`config.mk`:
```
export PLATFORM = sky130hd
export DESIGN_NAME = traffic_light_intersection
export DESIGN_NICKNAME = d
export VERILOG_FILES = /design/src/rtl/traffic_light_intersection.sv
export SDC_FILE = /design/constraint.sdc
export NUM_CORES = 1
export LEC_CHECK = 0
export BUFFER_PORTS_ARGS = -buffer_cell sky130_fd_sc_hd__buf_4
export CAP_MARGIN = 20
export CORE_AREA = 2 2 39 41
export CTS_CLUSTER_DIAMETER = 80
export DETAILED_ROUTE_END_ITERATION = 12
export DIE_AREA = 0 0 41 43
export PLACE_DENSITY = 0.83
export SYNTH_ARGS = -nofsm -noshare
export SYNTH_HDL_FRONTEND = slang
export SYNTH_SLANG_ARGS = --single-unit
```
`constraint.sdc`:
```
create_clock -name clk -period 4.62 [get_ports clk]
set_input_delay 0.924 -clock clk [delete_from_list [all_inputs] [get_ports clk]]
set_output_delay 0.924 -clock clk [all_outputs]
set_load 0.005 [all_outputs]
```
`src/rtl/traffic_light_intersection.sv`:
```
// traffic_light_intersection
//   Two-road (NS/EW) intersection controller. Green, yellow and all-red
//   phases are timed in tick_en strobes from an external prescaler. Each
//   change of right-of-way passes through an all-red clearance interval.
//   Optional feature macro: TLC_PED_EN adds a pedestrian WALK phase. WALK
//   is entered from ALL_RED when a pedestrian request is pending.
//
// Ports
//   clk        in   system clock, rising edge
//   rst_n      in   asynchronous active-low reset
//   tick_en    in   1-cycle timing strobe; the timer only moves on these cycles
//   ped_req    in   pedestrian request (level or pulse); ignored without TLC_PED_EN
//   ns_*/ew_*  out  lamp drives per direction (red/yellow/green)
//   walk       out  pedestrian walk lamp
//   phase      out  state code: 0=ALL_RED 1=GREEN 2=YELLOW 3=WALK
module traffic_light_intersection #(
   parameter int CNT_W        = 8,
   parameter int GREEN_TICKS  = 20,
   parameter int YELLOW_TICKS = 4,
   parameter int ALLRED_TICKS = 2,
   parameter int PED_TICKS    = 10
) (
   input  logic       clk,
   input  logic       rst_n,
   input  logic       tick_en,
   input  logic       ped_req,
   output logic       ns_red,
   output logic       ns_yellow,
   output logic       ns_green,
   output logic       ew_red,
   output logic       ew_yellow,
   output logic       ew_green,
   output logic       walk,
   output logic [1:0] phase
);

   localparam logic [1:0] S_ALL_RED = 2'd0;
   localparam logic [1:0] S_GREEN   = 2'd1;
   localparam logic [1:0] S_YELLOW  = 2'd2;
   localparam logic [1:0] S_WALK    = 2'd3;

   // Timer reload values: a phase of N ticks counts N-1 down to 0.
   localparam logic [CNT_W-1:0] GREEN_LD  = CNT_W'(GREEN_TICKS - 1);
   localparam logic [CNT_W-1:0] YELLOW_LD = CNT_W'(YELLOW_TICKS - 1);
   localparam logic [CNT_W-1:0] ALLRED_LD = CNT_W'(ALLRED_TICKS - 1);

   logic [1:0]       state_q, state_d;
   logic             dir_q, dir_d;        // 0 = NS served next/now, 1 = EW
   logic [CNT_W-1:0] timer_q, timer_d;

`ifdef TLC_PED_EN
   localparam logic [CNT_W-1:0] PED_LD = CNT_W'(PED_TICKS - 1);

   logic ped_pending_q, ped_pending_d;
   logic ped_any;

   // A request that arrives in the cycle ALL_RED expires still counts.
   assign ped_any = ped_pending_q | ped_req;
`else
   // Without the pedestrian feature, ped_req and PED_TICKS have no function.
   logic unused_ped;
   assign unused_ped = ped_req ^ (PED_TICKS == 0);
`endif

   //------------------------------------------------------------------
   // Next-state / timer
   //------------------------------------------------------------------
   always_comb begin
      state_d = state_q;
      dir_d   = dir_q;
      timer_d = timer_q;
      if (tick_en) begin
         if (timer_q != '0) begin
            timer_d = timer_q - 1'b1;
         end else begin
            case (state_q)
               S_ALL_RED: begin
`ifdef TLC_PED_EN
                  if (ped_any) begin
                     state_d = S_WALK;
                     timer_d = PED_LD;
                  end else begin
                     state_d = S_GREEN;
                     timer_d = GREEN_LD;
                  end
`else
                  state_d = S_GREEN;
                  timer_d = GREEN_LD;
`endif
               end
               S_GREEN: begin
                  state_d = S_YELLOW;
                  timer_d = YELLOW_LD;
               end
               S_YELLOW: begin
                  state_d = S_ALL_RED;
                  timer_d = ALLRED_LD;
                  dir_d   = ~dir_q;
               end
               default: begin
                  // WALK resumes the direction that was due; dir unchanged.
                  state_d = S_GREEN;
                  timer_d = GREEN_LD;
               end
            endcase
         end
      end
   end

`ifdef TLC_PED_EN
   // Requests latch every cycle. Entering WALK, or being in it, drops them,
   // so one request yields at most one walk.
   always_comb begin
      ped_pending_d = ped_any;
      if ((state_q == S_WALK) || (state_d == S_WALK))
         ped_pending_d = 1'b0;
   end

   always_ff @(posedge clk or negedge rst_n) begin
      if (!rst_n) ped_pending_q <= 1'b0;
      else        ped_pending_q <= ped_pending_d;
   end
`endif

   always_ff @(posedge clk or negedge rst_n) begin
      if (!rst_n) begin
         state_q <= S_ALL_RED;
         dir_q   <= 1'b0;
         timer_q <= ALLRED_LD;
      end else begin
         state_q <= state_d;
         dir_q   <= dir_d;
         timer_q <= timer_d;
      end
   end

   //------------------------------------------------------------------
   // Moore lamp decode: reds by default, so exactly one lamp is lit per
   // direction and only the direction in dir can ever show green.
   //------------------------------------------------------------------
   always_comb begin
      ns_red    = 1'b1;
      ns_yellow = 1'b0;
      ns_green  = 1'b0;
      ew_red    = 1'b1;
      ew_yellow = 1'b0;
      ew_green  = 1'b0;
      walk      = 1'b0;
      phase     = state_q;
      case (state_q)
         S_GREEN: begin
            if (!dir_q) begin ns_red = 1'b0; ns_green = 1'b1; end
            else        begin ew_red = 1'b0; ew_green = 1'b1; end
         end
         S_YELLOW: begin
            if (!dir_q) begin ns_red = 1'b0; ns_yellow = 1'b1; end
            else        begin ew_red = 1'b0; ew_yellow = 1'b1; end
         end
`ifdef TLC_PED_EN
         S_WALK:  walk = 1'b1;
`endif
         default: ;
      endcase
   end

endmodule

```
==> summary.md, run 1 <==
| Metric | Value |
|---|---|
| Status | finished clean |
| Crit. End Element | primary output |
| LEAKAGE | 0.382 nW |
| Clk root buf | clkbuf_4 |
| Yosys top cell by area | dfrtp_1 |
| Req. time, crit path | 3.70 ns |
| Core Area | 1380 um^2 |
| Post-synth EDFFs | 0 |
| Grt ovf | 0 |
| Total CTS buffers | 3 |
| Chip Height | 43 um |
| CP startpoint kind | flip-flop |
| Post-cts gate resize count | 0 |
| Syn Std Cell Area | 683 um^2 |
| Max Slew Vio Count | 0 |
| Port Buffers | 10 |
| Fill count | 116 |
| Ys Warns | 0 |
| Post-route setup TNS | 0 ns |
| Antenna diodes | 0 |
| Mean number of vias per cell | 5.68 |
| Storage element area | 277 um^2 |
| CTS Sinks | 11 |
| Critical path class | reg2out |
| Nets | 85 |
| Final instance area | 790 um^2 |
| Top cells by area, synth | dfrtp_1 (37%), ha_1 (9.2%), mux2_2 (6.6%) |
| Sequential area share after synthesis | 0.405 |
| Fin crit period | 2.47 ns |
| Asr flop ratio synth | 1.00 |
| Vias in the first global route | 469 |
| Top-Level Pins | 13 |
| Metal-1 WL | 499 um |
| R2R cell count | 3 |
| Die Wd | 41 um |
| Primary FF master, synth | dfrtp_1 |
| Placer Congestion | 0.674 |
| Clock Path Buffers | 2 |
| Slew headroom | 0.587 |
| Clock transition at path regs | 0.07 ns |
| Area of the multi-input gates | 373 um^2 |
| Total die area | 1760 um^2 |
| Fin. Hold Viols | 0 |
| CTS tree | built |
| Max Clock Skew | 0.00106 ns |
| Worst vdd ir | 228 uV |
| Met3 WL post-DR | 38 um |
| DP HPWL | 893 um |
| Instance area at placement | 763 um^2 |
| Worst Tran Pin Value | 0.615 ns |
| Synth Area per Inst | 10.8 um^2 |
| Worst-Skew Late Latency | 0.26 ns |
| Post-Route WL | 1.16 mm |
| H-tree depth | 1 |
| Top-area cell type share of the netlist area | 0.366 |
| Syn Nets | 72 |
| Met2 Routed Length | 605 um |
| Total of max-cap violations | 0 |
| Post-Route Utilization | 0.571 |
| DRT antenna net count | 0 |
| Fin crit share | 0.535 |
| Largest net degree at the start of global routing | 12 |
| DR vias | 517 |
| Worst hold path type | in2async |
| Area growth syn-to-layout | 15.6% |
| Tot GR Track Use | 0.165 |
| Distinct cells, synth | 31 |
| Top achievable clock speed | 405 MHz |
| Layout cell share with drive strength beyond 1 | 0.333 |
| FP Rows | 14 |
| Post-CTS setup buffers | 0 |
| DR iter-0 viols | 6 |
| RSZ-0062 raised after global routing | no |
| Flops & latches, synth | 11 |
| Setup violators final | 0 |
| CP Max Fanout | 5 |
| Cells after Synth | 63 |
| Total Power Consumption | 0.000462 W |
| DRT Pass-1 Iters | 4 |
| Initial Utilization | 0.494 |
| Power per standard cell area | 585 nW/um^2 |
| CTS Hold Bufs | 0 |
| DR top layer | met4 |
| WL per Instance | 12.7 um |
| Drt drc | 0 |
| Critical path arrival | 1.55 ns |
| Initial antenna violation count | 0 |
| First-pass GRT wire length | 1.95 mm |
==> synth_stat cells (2+ instances only) <==
cell,count
nor2b_1,3
a21oi_1,3
nand2_1,3
mux2_2,4
buf_4,2
ha_1,5
and2_1,2
o31ai_1,3
a211oi_1,3
dfrtp_1,10
inv_1,5
==> per-stage QoR <==
step	worst slack, ns	hold WS [ns]	cells
after detailed placement	2.30	0.513	87
after global placement	2.31	0.509	87
after global routing	2.08	0.471	91
after CTS	2.14	0.473	91
after floorplan	2.50	0.470	63
final	2.15	0.477	91
==> cell type report <==
| cell class | instances | area share |
|---|---|---|
| clock buffer | 4 | 0.0333 |
| timing repair buffer | 10 | 0.0951 |
| tap | 16 | 0.0254 |
| inverter | 5 | 0.0238 |
| multi-input combinational | 45 | 0.472 |
| sequential | 11 | 0.350 |
==> report_power, final <==
part / switching [W] / internal, W
combinational: 0.0000837 / 0.000113
sequential: 0.0000604 / 0.000140
clock: 0.0000315 / 0.0000334
==> per-layer routing <==
layer  vias up  GRT usage
li1        254          -
met1       248      0.195
met2        13      0.250
met3         2     0.0471
met4         0      0.100
met5         -          0
==> layout by cell type (no fill, tap or decap), drive strengths merged, types with 2 or more instances in the layout <==
cell type	synthesis	routed
a21oi	3	3
clkbuf	0	4
o31ai	3	3
buf	2	10
nor2b	3	3
nor4b	2	2
dfrtp	10	10
a211oi	3	3
mux2	4	4
a21o	2	2
and3	2	2
inv	5	5
and2	2	2
nand2	3	3
ha	5	5
==> worst max-delay path, stage by stage (launching register included) <==
cell,delay [ns]
dfrtp_1,0.42
inv_1,0.08
ha_1,0.33
or2_2,0.31
buf_4,0.14
==> path summary, 6_finish.rpt <==
| path | slack [ns] | start | to |
|---|---|---|---|
| worst max-delay path | 2.15 | phase[0] | ns_red |
| worst min-delay path | 0.48 | rst_n | timer_q[1] |
| worst max register to register | 2.84 | timer_q[2] | timer_q[7] |
| worst min register to register | 0.52 | timer_q[1] | timer_q[1] |
| max in group asynchronous | 3.92 | rst_n | timer_q[0] |
| min in group clk | 0.52 | timer_q[1] | timer_q[1] |
==> state kept, by name, indices dropped and copies added, names as in the netlist <==
signal,count
phase,2
dir_q,1
timer_q,8
==> logic make-up after synthesis <==
group	Yosys count	synth area share
and+or+nand+nor	21	0.236
adders and majority gates	5	0.0916
other	1	0.00549
xor gates and xnor gates	1	0.0128
DFF	11	0.405
AOI/OAI and AO/OA	13	0.134
buffers and inverters	7	0.0494
muxes	4	0.0659
(Power assumes the default switching activity.)
==> run 2, diff against run 1 <==
Settings changed: CORE_AREA 2 2 39 41 to default, CORE_MARGIN from default to 2, CORE_UTILIZATION from default to 52, DIE_AREA 0 0 41 43 to default, PLACE_DENSITY 0.83 to 0.84.
Clock period 4.62 ns to 2.35 ns, I/O delays scaled along.
==> summary.md, run 2 (synthesis results as in run 1) <==
| Metric | Value |
|---|---|
| DP HPWL | 889 um (-0.47%) |
| WL per Instance | 12.9 um (+1.5%) |
| Mean number of vias per cell | 5.31 (-6.6%) |
| RSZ-0062 raised after global routing | no |
| Placer Congestion | 0.736 (+9.1%) |
| Initial antenna violation count | 0 (unchanged) |
| DR iter-0 viols | 9 (+3) |
| Top-Level Pins | 13 (unchanged) |
| Post-CTS setup buffers | 0 (unchanged) |
| Instance area at placement | 769 um^2 (+0.82%) |
| FP Rows | 13 (-1) |
| Biggest register | timer_q |
| Core Area | 1270 um^2 (-8.3%) |
| Final instance area | 796 um^2 (+0.79%) |
| Fin crit period | 1.99 ns |
| Most frequent cells in the layout | buf_4 (11), dfrtp_1 (10), inv_1 (5), ha_1 (5), mux2_2 (4) |
| CTS Sinks | 11 (unchanged) |
| Commonest non-fill, non-tap cell in the layout | buf_4 |
| DR vias | 483 (-6.6%) |
| Nets | 86 (+1.2%) |
| Clk root buf | clkbuf_4 |
| Total of max-cap violations | 0 (unchanged) |
| Worst hold path type | in2async |
| Die Wd | 40.2 um (-1.8%) |
| H-tree depth | 1 (unchanged) |
| Post-route setup TNS | 0 ns (unchanged) |
| Clock transition at path regs | 0.07 ns (about the same) |
| Grt ovf | 0 (unchanged) |
| Clock Path Buffers | 2 (unchanged) |
| Storage element area | 277 um^2 (unchanged) |
| Fin. Hold Viols | 0 (unchanged) |
| DRT Pass-1 Iters | 4 (unchanged) |
| Power per standard cell area | 1170 nW/um^2 (+99%) |
| Fin crit share | 0.847 |
| DRT antenna net count | 0 (unchanged) |
| Critical path arrival | 1.52 ns (-0.03 ns) |
| Tot GR Track Use | 0.188 (+0.0229) |
| Port Buffers | 10 (unchanged) |
| Top achievable clock speed | 502 MHz |
| Placed cells | 87 (unchanged) |
| Final cell count without fillers | 91 (unchanged) |
| Crit. End Element | primary output |
| Status | finished clean |
| Initial Utilization | 0.538 (+0.0448) |
| Area growth syn-to-layout | 16.5% |
| Max reg flops | 8 (unchanged) |
| CP Max Fanout | 5 (unchanged) |
| Largest net degree at the start of global routing | 12 (unchanged) |
| Fill count | 108 (-6.9%) |
| LEAKAGE | 0.387 nW (+1.3%) |
| Post-Route WL | 1.18 mm (+1.5%) |
| Total CTS buffers | 3 (unchanged) |
| CP startpoint kind | flip-flop |
| Area of the multi-input gates | 373 um^2 (unchanged) |
| Worst-Skew Late Latency | 0.26 ns (about the same) |
| Req. time, crit path | 1.88 ns (-1.82 ns) |
| Post-cts gate resize count | 0 (unchanged) |
| First-pass GRT wire length | 1.95 mm (unchanged) |
| Max Slew Vio Count | 0 (unchanged) |
| Drt drc | 0 (unchanged) |
| Setup violators final | 0 (unchanged) |
| CTS tree | built |
| Chip Height | 40.2 um (-6.4%) |
| Total die area | 1620 um^2 (-8.1%) |
| Critical path class | reg2out |
| Max Clock Skew | 0.00475 ns (+0.00370 ns) |
| Worst vdd ir | 566 uV (+150%) |
| Vias in the first global route | 458 (-2.3%) |
| Antenna diodes | 0 (unchanged) |
| CTS Hold Bufs | 0 (unchanged) |
| Layout cell share with drive strength beyond 1 | 0.342 (+0.00877) |
==> run 2: changes by cell type in the layout (fill, tap and decap cells not counted), sizes merged <==
cell	previous run	this run
buf	10	11
==> run 2: critical path: stages (launching register included) <==
cell and delay, ns:
dfrtp_1 0.41, inv_1 0.08, ha_1 0.34, or2_2 0.30, buf_4 0.13
==> run 2: worst paths after layout <==
check / start / to / slack, ns / cells after the start
worst min-delay path: rst_n / dir_q / 0.02 / 1
worst max register to register: timer_q[0] / phase[1] / 0.56 / 5
min in group clk: tick_en / timer_q[4] / 0.51 / 3
max in group asynchronous: rst_n / timer_q[0] / 2.11 / 1
worst min register to register: timer_q[0] / timer_q[0] / 0.53 / 2
worst max-delay path: phase[0] / ns_red / 0.36 / 4
==> run 2: report_power, final <==
group	leakage (nW)	total [W]	internal, W	switching, W
clock network	0.0150	0.000124	0.0000656	0.0000580
registers	0.137	0.000395	0.000275	0.000120
logic	0.235	0.000411	0.000238	0.000173
total	0.387	0.000929	0.000578	0.000351
==> run 2: cell type report <==
class / instances / share of cell area
clock buffer: 4 / 0.0330
timing repair buffer: 11 / 0.104
tap: 15 / 0.0236
multi-input combinational: 45 / 0.469
sequential: 11 / 0.347
inverter: 5 / 0.0236
==> run 2: per-stage QoR <==
step	utilization	worst slack (ns)	power, W	hold WS [ns]
after floorplan	-	0.654	0.000645	0.174
after detailed placement	0.607	0.485	0.000807	0.310
final	0.627	0.359	0.000929	0.0215
after global placement	0.607	0.495	0.000783	0.307
after CTS	0.627	0.336	0.000940	0.0123
after global routing	0.627	0.290	0.00101	0.0174
==> run 2: layer usage <==
layer | GRT usage | wire (um) | vias to the layer above
met4 | 0.0250 | 0 | 0
met1 | 0.206 | 529 | 228
met5 | 0 | 0 | -
met3 | 0.0833 | 44 | 0
li1 | - | - | 248
met2 | 0.339 | 601 | 7
